--- src/rtl/bnn_frame_seq.sv ---
// bnn_frame_seq: assembles a binary frame row by row for the BNN core, lets it settle, then argmaxes the class scores.
// Latency: last row accepted -> res_valid_o after SETTLE_CYCLES+NCLASS cycles.
// Backpressure: rows accepted only in LOAD; result held until res_ready_i; one frame in flight at a time.
module bnn_frame_seq #(
    parameter int ROWS          = 32,
    parameter int COLS          = 32,
    parameter int NCLASS        = 4,
    parameter int SCORE_W       = 7,
    parameter int SETTLE_CYCLES = 16
) (
    input  logic                        clk_i,
    input  logic                        rst_ni,
    input  logic                        row_valid_i,
    output logic                        row_ready_o,
    input  logic [COLS-1:0]             row_data_i,
    output logic [ROWS*COLS-1:0]        frame_o,
    input  logic [NCLASS*SCORE_W-1:0]   score_i,
    output logic                        res_valid_o,
    input  logic                        res_ready_i,
    output logic [$clog2(NCLASS)-1:0]   res_class_o,
    output logic [SCORE_W-1:0]          res_score_o,
    output logic                        busy_o,
    output logic [15:0]                 frame_cnt_o
);

    localparam int ROW_W = (ROWS > 1) ? $clog2(ROWS) : 1;
    localparam int CLS_W = $clog2(NCLASS);
    localparam int CNT_W = $clog2(SETTLE_CYCLES + 1);

    typedef enum logic [2:0] {
        S_LOAD,
        S_SETTLE,
        S_CAPTURE,
        S_ARGMAX,
        S_RESULT
    } state_t;

    typedef struct packed {
        logic [CLS_W-1:0]   cls;
        logic [SCORE_W-1:0] score;
    } best_t;

    state_t                 state;
    logic [ROW_W-1:0]       row_idx;
    logic [CNT_W-1:0]       settle_cnt;
    logic [CLS_W-1:0]       cmp_idx;
    logic [SCORE_W-1:0]     score_q [NCLASS];
    best_t                  best;
    best_t                  best_nxt;
    best_t                  res_q;
    logic                   res_valid_q;
    logic [ROWS*COLS-1:0]   frame_q;
    logic [15:0]            frame_cnt_q;
    logic [SCORE_W-1:0]     cand;
    logic                   row_acc;

    assign row_ready_o = (state == S_LOAD);
    assign row_acc     = row_valid_i && row_ready_o;

    // Strict compare keeps the earlier (lower) index on ties.
    always_comb begin
        cand     = score_q[cmp_idx];
        best_nxt = best;
        if (cand > best.score) begin
            best_nxt.cls   = cmp_idx;
            best_nxt.score = cand;
        end
    end

    always_ff @(posedge clk_i or negedge rst_ni) begin
        if (!rst_ni) begin
            state       <= S_LOAD;
            row_idx     <= '0;
            settle_cnt  <= '0;
            cmp_idx     <= '0;
            best        <= '0;
            res_q       <= '0;
            res_valid_q <= 1'b0;
            frame_q     <= '0;
            frame_cnt_q <= '0;
            for (int k = 0; k < NCLASS; k++) begin
                score_q[k] <= '0;
            end
        end else begin
            case (state)
                S_LOAD: begin
                    if (row_acc) begin
                        frame_q[row_idx*COLS +: COLS] <= row_data_i;
                        if (row_idx == ROW_W'(ROWS - 1)) begin
                            row_idx    <= '0;
                            settle_cnt <= CNT_W'(SETTLE_CYCLES - 1);
                            state      <= S_SETTLE;
                        end else begin
                            row_idx <= row_idx + ROW_W'(1);
                        end
                    end
                end
                S_SETTLE: begin
                    if (settle_cnt == '0) begin
                        state <= S_CAPTURE;
                    end else begin
                        settle_cnt <= settle_cnt - CNT_W'(1);
                    end
                end
                S_CAPTURE: begin
                    for (int k = 0; k < NCLASS; k++) begin
                        score_q[k] <= score_i[k*SCORE_W +: SCORE_W];
                    end
                    best.cls   <= '0;
                    best.score <= score_i[SCORE_W-1:0];
                    cmp_idx    <= CLS_W'(1);
                    state      <= S_ARGMAX;
                end
                S_ARGMAX: begin
                    best <= best_nxt;
                    if (cmp_idx == CLS_W'(NCLASS - 1)) begin
                        res_q       <= best_nxt;
                        res_valid_q <= 1'b1;
                        state       <= S_RESULT;
                    end else begin
                        cmp_idx <= cmp_idx + CLS_W'(1);
                    end
                end
                S_RESULT: begin
                    if (res_ready_i) begin
                        res_valid_q <= 1'b0;
                        frame_cnt_q <= frame_cnt_q + 16'd1;
                        state       <= S_LOAD;
                    end
                end
                default: state <= S_LOAD;
            endcase
        end
    end

    assign frame_o     = frame_q;
    assign res_valid_o = res_valid_q;
    assign res_class_o = res_q.cls;
    assign res_score_o = res_q.score;
    assign busy_o      = (state != S_LOAD);
    assign frame_cnt_o = frame_cnt_q;

endmodule

--- config.mk ---
export PLATFORM = sky130hd
export DESIGN_NAME = bnn_frame_seq
export DESIGN_NICKNAME = d
export VERILOG_FILES = /design/src/rtl/bnn_frame_seq.sv
export SDC_FILE = /design/constraint.sdc
export NUM_CORES = 2
export LEC_CHECK = 0
export BUFFER_PORTS_ARGS = -buffer_cell sky130_fd_sc_hd__buf_2
export CAP_MARGIN = 10
export CORE_AREA = 2 2 436 438
export DETAILED_ROUTE_END_ITERATION = 10
export DIE_AREA = 0 0 438 440
export SETUP_SLACK_MARGIN = 0.1
export SLEW_MARGIN = 20
export SYNTH_ARGS = -nofsm -noshare
export SYNTH_HDL_FRONTEND = slang
export SYNTH_SLANG_ARGS = --single-unit
--- constraint.sdc ---
create_clock -name clk_i -period 4.1 [get_ports clk_i]
set_clock_uncertainty 0.2 [all_clocks]
set_input_delay 0.615 -clock clk_i [delete_from_list [all_inputs] [get_ports clk_i]]
set_output_delay 0.615 -clock clk_i [all_outputs]
set_load 0.02 [all_outputs]
==> After elaboration in Yosys (flattened, before gate mapping) <==
Cells that the tools add are included.
{ "word_totals": {"register_bits": 1102, "input_bits": 64, "output_inout_bits": 1052, "word_cells": 74} }
{ "classes": {"add_sub_neg": 5, "order_cmp": 2, "n_eq_ne": 13, "shift": 2, "muxes": 22, "bitwise": 1, "reduce_logical": 14} }
{ "op_table": {"columns": ["cell", "count"], "rows": [
  ["bitwise mux 1024 bit", 1],
  ["variable shift 32 x 34 -> 1024 bit, first input constant", 1],
  ["indexed part select 32 x 34 -> 1024 bit", 1],
  ["negation 10 -> 34 bit", 1],
  ["two-way mux 5 bit", 4],
  ["one-hot mux 9 bit (2 select lines)", 1],
  ["adder 16 x 1 -> 16 bit, second input constant", 1],
  ["two-way mux 3 bit", 5],
  ["one-hot mux 3 bit (5 select lines)", 1],
  ["binary-select mux 7 bit (select 2 bit)", 1],
  ["two-way mux 7 bit", 2],
  ["inequality test 2 bit, second input constant", 5],
  ["one-hot mux 5 bit (2 select lines)", 1],
  ["two-way mux 9 bit", 1],
  ["AND reduction 2 bit", 4],
  ["greater-than comparator 7 bit", 1],
  ["== test 3 x 2 -> 1 bit, second input constant", 2],
  ["nonzero test 2 bit", 3],
  ["adder 5 x 1 -> 5 bit, second input constant", 1],
  ["== test 5 bit, second input constant", 1],
  ["logical NOT 5 bit", 1],
  ["AND reduction 5 bit", 1],
  ["subtractor 5 x 1 -> 5 bit, second input constant", 1],
  ["inequality test 2 x 1 -> 1 bit, second input constant", 2],
  ["other kinds (15)", 16]
]} }

==> Longest topological paths before layout <==
{ "depth": {"ltp_word": 7, "ltp_mapped": 14, "mapped_depth_nobuf": 9} }

==> Worst setup path before layout <==
OpenSTA, ideal clock, no wires.
{ "synth_path": {"path_type": "flip-flop to flip-flop", "startpoint": "register cmp_idx[0]", "endpoint": "register res_q, in the netlist res_class_o[0]", "setup_ns": 0.077, "arrival_time_ns": 3.071, "t_required_ns": 3.823, "slack_ns": 0.751, "path_stages_with_launch": 10, "n_path_buf": 2, "cell_sequence": "dfrtp_1 -> buf_1 -> mux4_2 -> ha_1 -> a211oi_1 -> nor2_1 -> o31ai_1 -> clkbuf_1 -> nand2_1 -> a21oi_1"} }
{ "synth_via": {"elab_chain_len": 6, "word_cells_on_any_way": 8, "cone_classes": "1 x order compare; 1 x eq/ne; 4 x mux; 1 x bitwise; 1 x reduce/logical"} }
{ "synth_lines": {"columns": ["element", "line_no", "text"], "rows": [
  ["start: declaration", "46", "logic [CLS_W-1:0] cmp_idx;"],
  ["start signal: assignment", "121", "cmp_idx <= cmp_idx + CLS_W'(1);"],
  ["inverter 2 -> 3 bit (not written as such)", "62", "cand = score_q[cmp_idx];"],
  ["binary-select mux 7 bit (select 2 bit)", "62", null],
  ["two-way mux 7 bit (not written as such) (2 in series)", "62", null],
  ["greater-than comparator 7 bit", "64", "if (cand > best.score) begin"],
  ["two-way mux 9 bit", "64", null],
  ["end signal: assignment", "117", "res_q <= best_nxt;"],
  ["end: declaration", "50", "best_t res_q;"]
]} }
Parallel ways exist; a longest one is shown, timed or not. The select of a mux whose other input is x is not followed.
A chain may end at the register's enable or synchronous reset.

==> Final worst setup path <==
{ "layout_path": {"startpoint": "register row_idx[1]", "endpoint": "register frame_q[54], in the netlist frame_o[54]"} }
{ "layout_via": {"elab_chain_len": 3, "word_cells_on_any_way": 4, "cone_classes": "1 x add/sub; 2 x shift; 1 x mux"} }
{ "layout_lines": {"columns": ["element", "line_no", "text"], "rows": [
  ["start: declaration", "44", "logic [ROW_W-1:0] row_idx;"],
  ["start signal: assignment", "94", "row_idx <= row_idx + ROW_W'(1);"],
  ["negation 10 -> 34 bit *", "88", "frame_q[row_idx*COLS +: COLS] <= row_data_i;"],
  ["indexed part select 32 x 34 -> 1024 bit / variable shift 32 x 34 -> 1024 bit (equally long branches)", "88", null],
  ["bitwise mux 1024 bit *", "88", null],
  ["end signal: indexed assignment", "88", null],
  ["end: declaration", "52", "logic [ROWS*COLS-1:0] frame_q;"]
]} }
Every way passes the cells marked *; elsewhere a longest branch is shown, timed or not.

==> impl_metrics.tcl <==
set metrics [dict create \
    status "finished clean" \
    grt_max_degree 109 \
    worst_r2r_endpoint "frame_o[54]" \
    ctsLongestPathBuffers 3 \
    r2r_setup_slack_ns 0.42 \
    worst_slack_ns 0.418 \
    ys_types 59 \
    dieHeight_um 440 \
    cts_tree "built" \
    grt_pass1_wl_mm 295 \
    hold-path-cell-count 3 \
    r2r-start "row_idx[1]" \
    synthArstFlopShare 1.00 \
    crit_chain "inv_1 -> ha_1 -> nand2b_1 -> nor2_1 -> ha_1 -> nor4b_4 -> buf_4 -> nand3_4 -> o31ai_1" \
    cts_sinks 1102 \
    ys.warnings.count 0 \
    min-delay-start "row_data_i[30]" \
    synth_flop_cell "dfrtp_1" \
    synth_edf_count 0 \
    fin_nets 5160 \
    synthCells 4015 \
    critical_path.startpoint_type "flip-flop" \
    critPathArrivalTime_ns 4.11 \
    clk_latency_ns 0.77 \
    ant_nets 0 \
    yosys.area.top_type "dfrtp_1" \
    crit_slowest_cell "nand3_4" \
    cp_common_cell "ha_1" \
    core_area_um2 189000 \
    ir_drop_mv 0.559 \
    root_buffer "clkbuf_16" \
    drc_errors 0 \
    cp_max_fo 64 \
    netlist.area_leader.share 0.627 \
    grt_usage 0.217 \
    synth_nets 4094 \
    rows 160 \
    routedWlPerCell_um 28.2 \
    crit_required_ns 4.53 \
    hold_viol 0 \
    crit_buf_inv 2 \
    gr-total-overflow 0 \
    cts_setup_buffers 0 \
    clkTransAtPathRegs_ns 0.07 \
    finalCritPeriodShare 0.898 \
    dp_slack_ns 0.426 \
    gp_congestion 0.885 \
    area_delta_synth_final_pct 29.8 \
    dr.pass1.iters 6 \
    drive_gt1_frac 0.330 \
    cts-htree-levels 3 \
    antenna_found_initial 22 \
    fp.dieW_um 438 \
    rsz0062_at_grt "false" \
    hold_end "frame_o[926]" \
    wl_mm 217 \
    slowest_delay_ns 0.58 \
    setup-tns-final_ns 0 \
    path_class "reg -> reg" \
    num_vias 37200 \
    p_per_area_nw_per_um2 758 \
    worst_pin_slew_ns 1.11 \
    min_path_type "in -> reg" \
    maxCapViolCount 0 \
    crit_family "simple AND/OR/NAND/NOR gates" \
    synth_area_leaders "dfrtp_1 63%, nand2_1 9.4%, o31ai_1 5.5%" \
    max_freq_mhz 272 \
    power.leakage_uw 0.0286 \
    end_kind "flip-flop" \
    hold_buffers 32 \
    cts_buffers 118 \
    io_pins 1116 \
    setup_violations 0 \
    slew_viol_final 0 \
    grt_pass1_vias 35800 \
    dieArea_um2 193000 \
    place.detailed.hpwl_mm 157 \
    cts_resized 0 \
    synth_area_um2 44000 \
    port_buffers 1115 \
    reg2reg_depth 9 \
    syn_avg_cell_area_um2 11.0 \
    synth_seq_cells 1102 \
    finalCriticalPeriod_ns 3.68 \
    holdWs_ns 0.0983 \
    initial_core_util 0.233 \
    timing.slew.headroom 0.262 \
    finalPower_uw 43300 \
    synth.yosys.seq_area_share 0.627 \
    drt_iter0_markers 3625 \
    vias_per_cell 4.84 \
]
worst min-delay path, delay by kind of cell:
family,cells,cell delay (ns)
AOI/OAI and AO/OA,1,0.08
buffers and inverters,1,0.22
and+or+nand+nor,1,0.09
metal layers:
| metal | vias up | GRT usage | wire [um] |
|---|---|---|---|
| met3 | 413 | 0.0525 | 17200 |
| met4 | 6 | 0.0927 | 10000 |
| met2 | 1786 | 0.354 | 104000 |
| li1 | 16100 | - | - |
| met1 | 18900 | 0.274 | 86500 |
| met5 | - | 0 | 37 |
worst max path at each step:
stage                                end  slack, ns  cells after the start        from
after global routing         frame_o[54]       0.12                      9  row_idx[1]
after global placement       frame_o[36]       0.52                      9  row_idx[1]
after detailed placement     frame_o[51]       0.43                      9  row_idx[1]
after floorplan           res_class_o[0]       0.75                      9  cmp_idx[0]
final                        frame_o[54]       0.42                      9  row_idx[1]
after CTS                    frame_o[51]       0.41                      9  row_idx[1]
layout by cell type, fill, tap and decap left out, types with 12 or more instances in the layout:
cell           count
clkbuf_16        118
mux2_1            28
nand3_1           70
clkinv_2          18
mux2_2           156
o21ai_0          368
o41ai_1          162
inv_1             55
dlygate4sd3_1     32
clkbuf_1          30
nor2_1            86
xnor2_1           12
o41ai_2           16
o211ai_4          15
buf_12            21
buf_2           1114
clkbuf_8          29
mux2i_1           17
nand2_1         1091
o31ai_1          321
dfrtp_1         1102
ha_1              15
buf_4            135
a21oi_1           27
stage by stage:
stage	instance area [um^2]	std cells	util
after CTS	57100	7688	0.303
after global routing	57100	7688	0.303
after detailed placement	52800	7440	0.280
after floorplan	44000	4015	-
after global placement	52800	7440	0.280
final	57100	7695	0.303
where the power goes:
| group | switching, uW | internal, uW | total, uW |
|---|---|---|---|
| Sequential | 1490 | 13300 | 14700 |
| Combinational | 13400 | 4140 | 17600 |
| Clock | 4760 | 6230 | 11000 |
registers in the layout (all words and copies together) (netlist names), 3 cells and up:
signal / count
frame_cnt_o: 16
res_score_o: 7
row_idx: 5
settle_cnt: 5
best: 9
frame_o: 1024
state: 3
score_q: 28
cell usage after synthesis (9+ instances only):
master    instances
xnor2_1          12
nand3_1          73
clkbuf_1        288
o41ai_2          17
mux2i_1          17
buf_6            18
o41ai_1         162
o211ai_4          9
dfrtp_1        1102
a21oi_1          27
inv_1            55
nand2_1        1100
o31ai_1         321
nor2_1           93
ha_1             15
buf_2            38
o21ai_0         368
mux2_2          156
mux2_1           28
layout make-up:
class,instances,area (um^2)
Clock buffer,177,3460
Clock inverter,39,499
Tap cell,2511,3140
Timing Repair Buffer,1303,7340
Multi-Input combinational cell,2501,14900
Fill cell,19500,131000
Antenna cell,7,17.5
Sequential cell,1102,27600
Inverter,55,206
cell families (layout without fill, tap and decap cells):
kind of cell	Yosys count	after routing	synth area share
fa+ha+maj	15	15	0.00426
compound gates	928	928	0.148
mux	208	208	0.0545
xor+xnor	18	18	0.00358
simple gates	1332	1332	0.122
flops	1102	1102	0.627
other cells	0	7	0
buf+inv	412	1574	0.0403
Note: power is estimated with default switching activity, not from simulation.
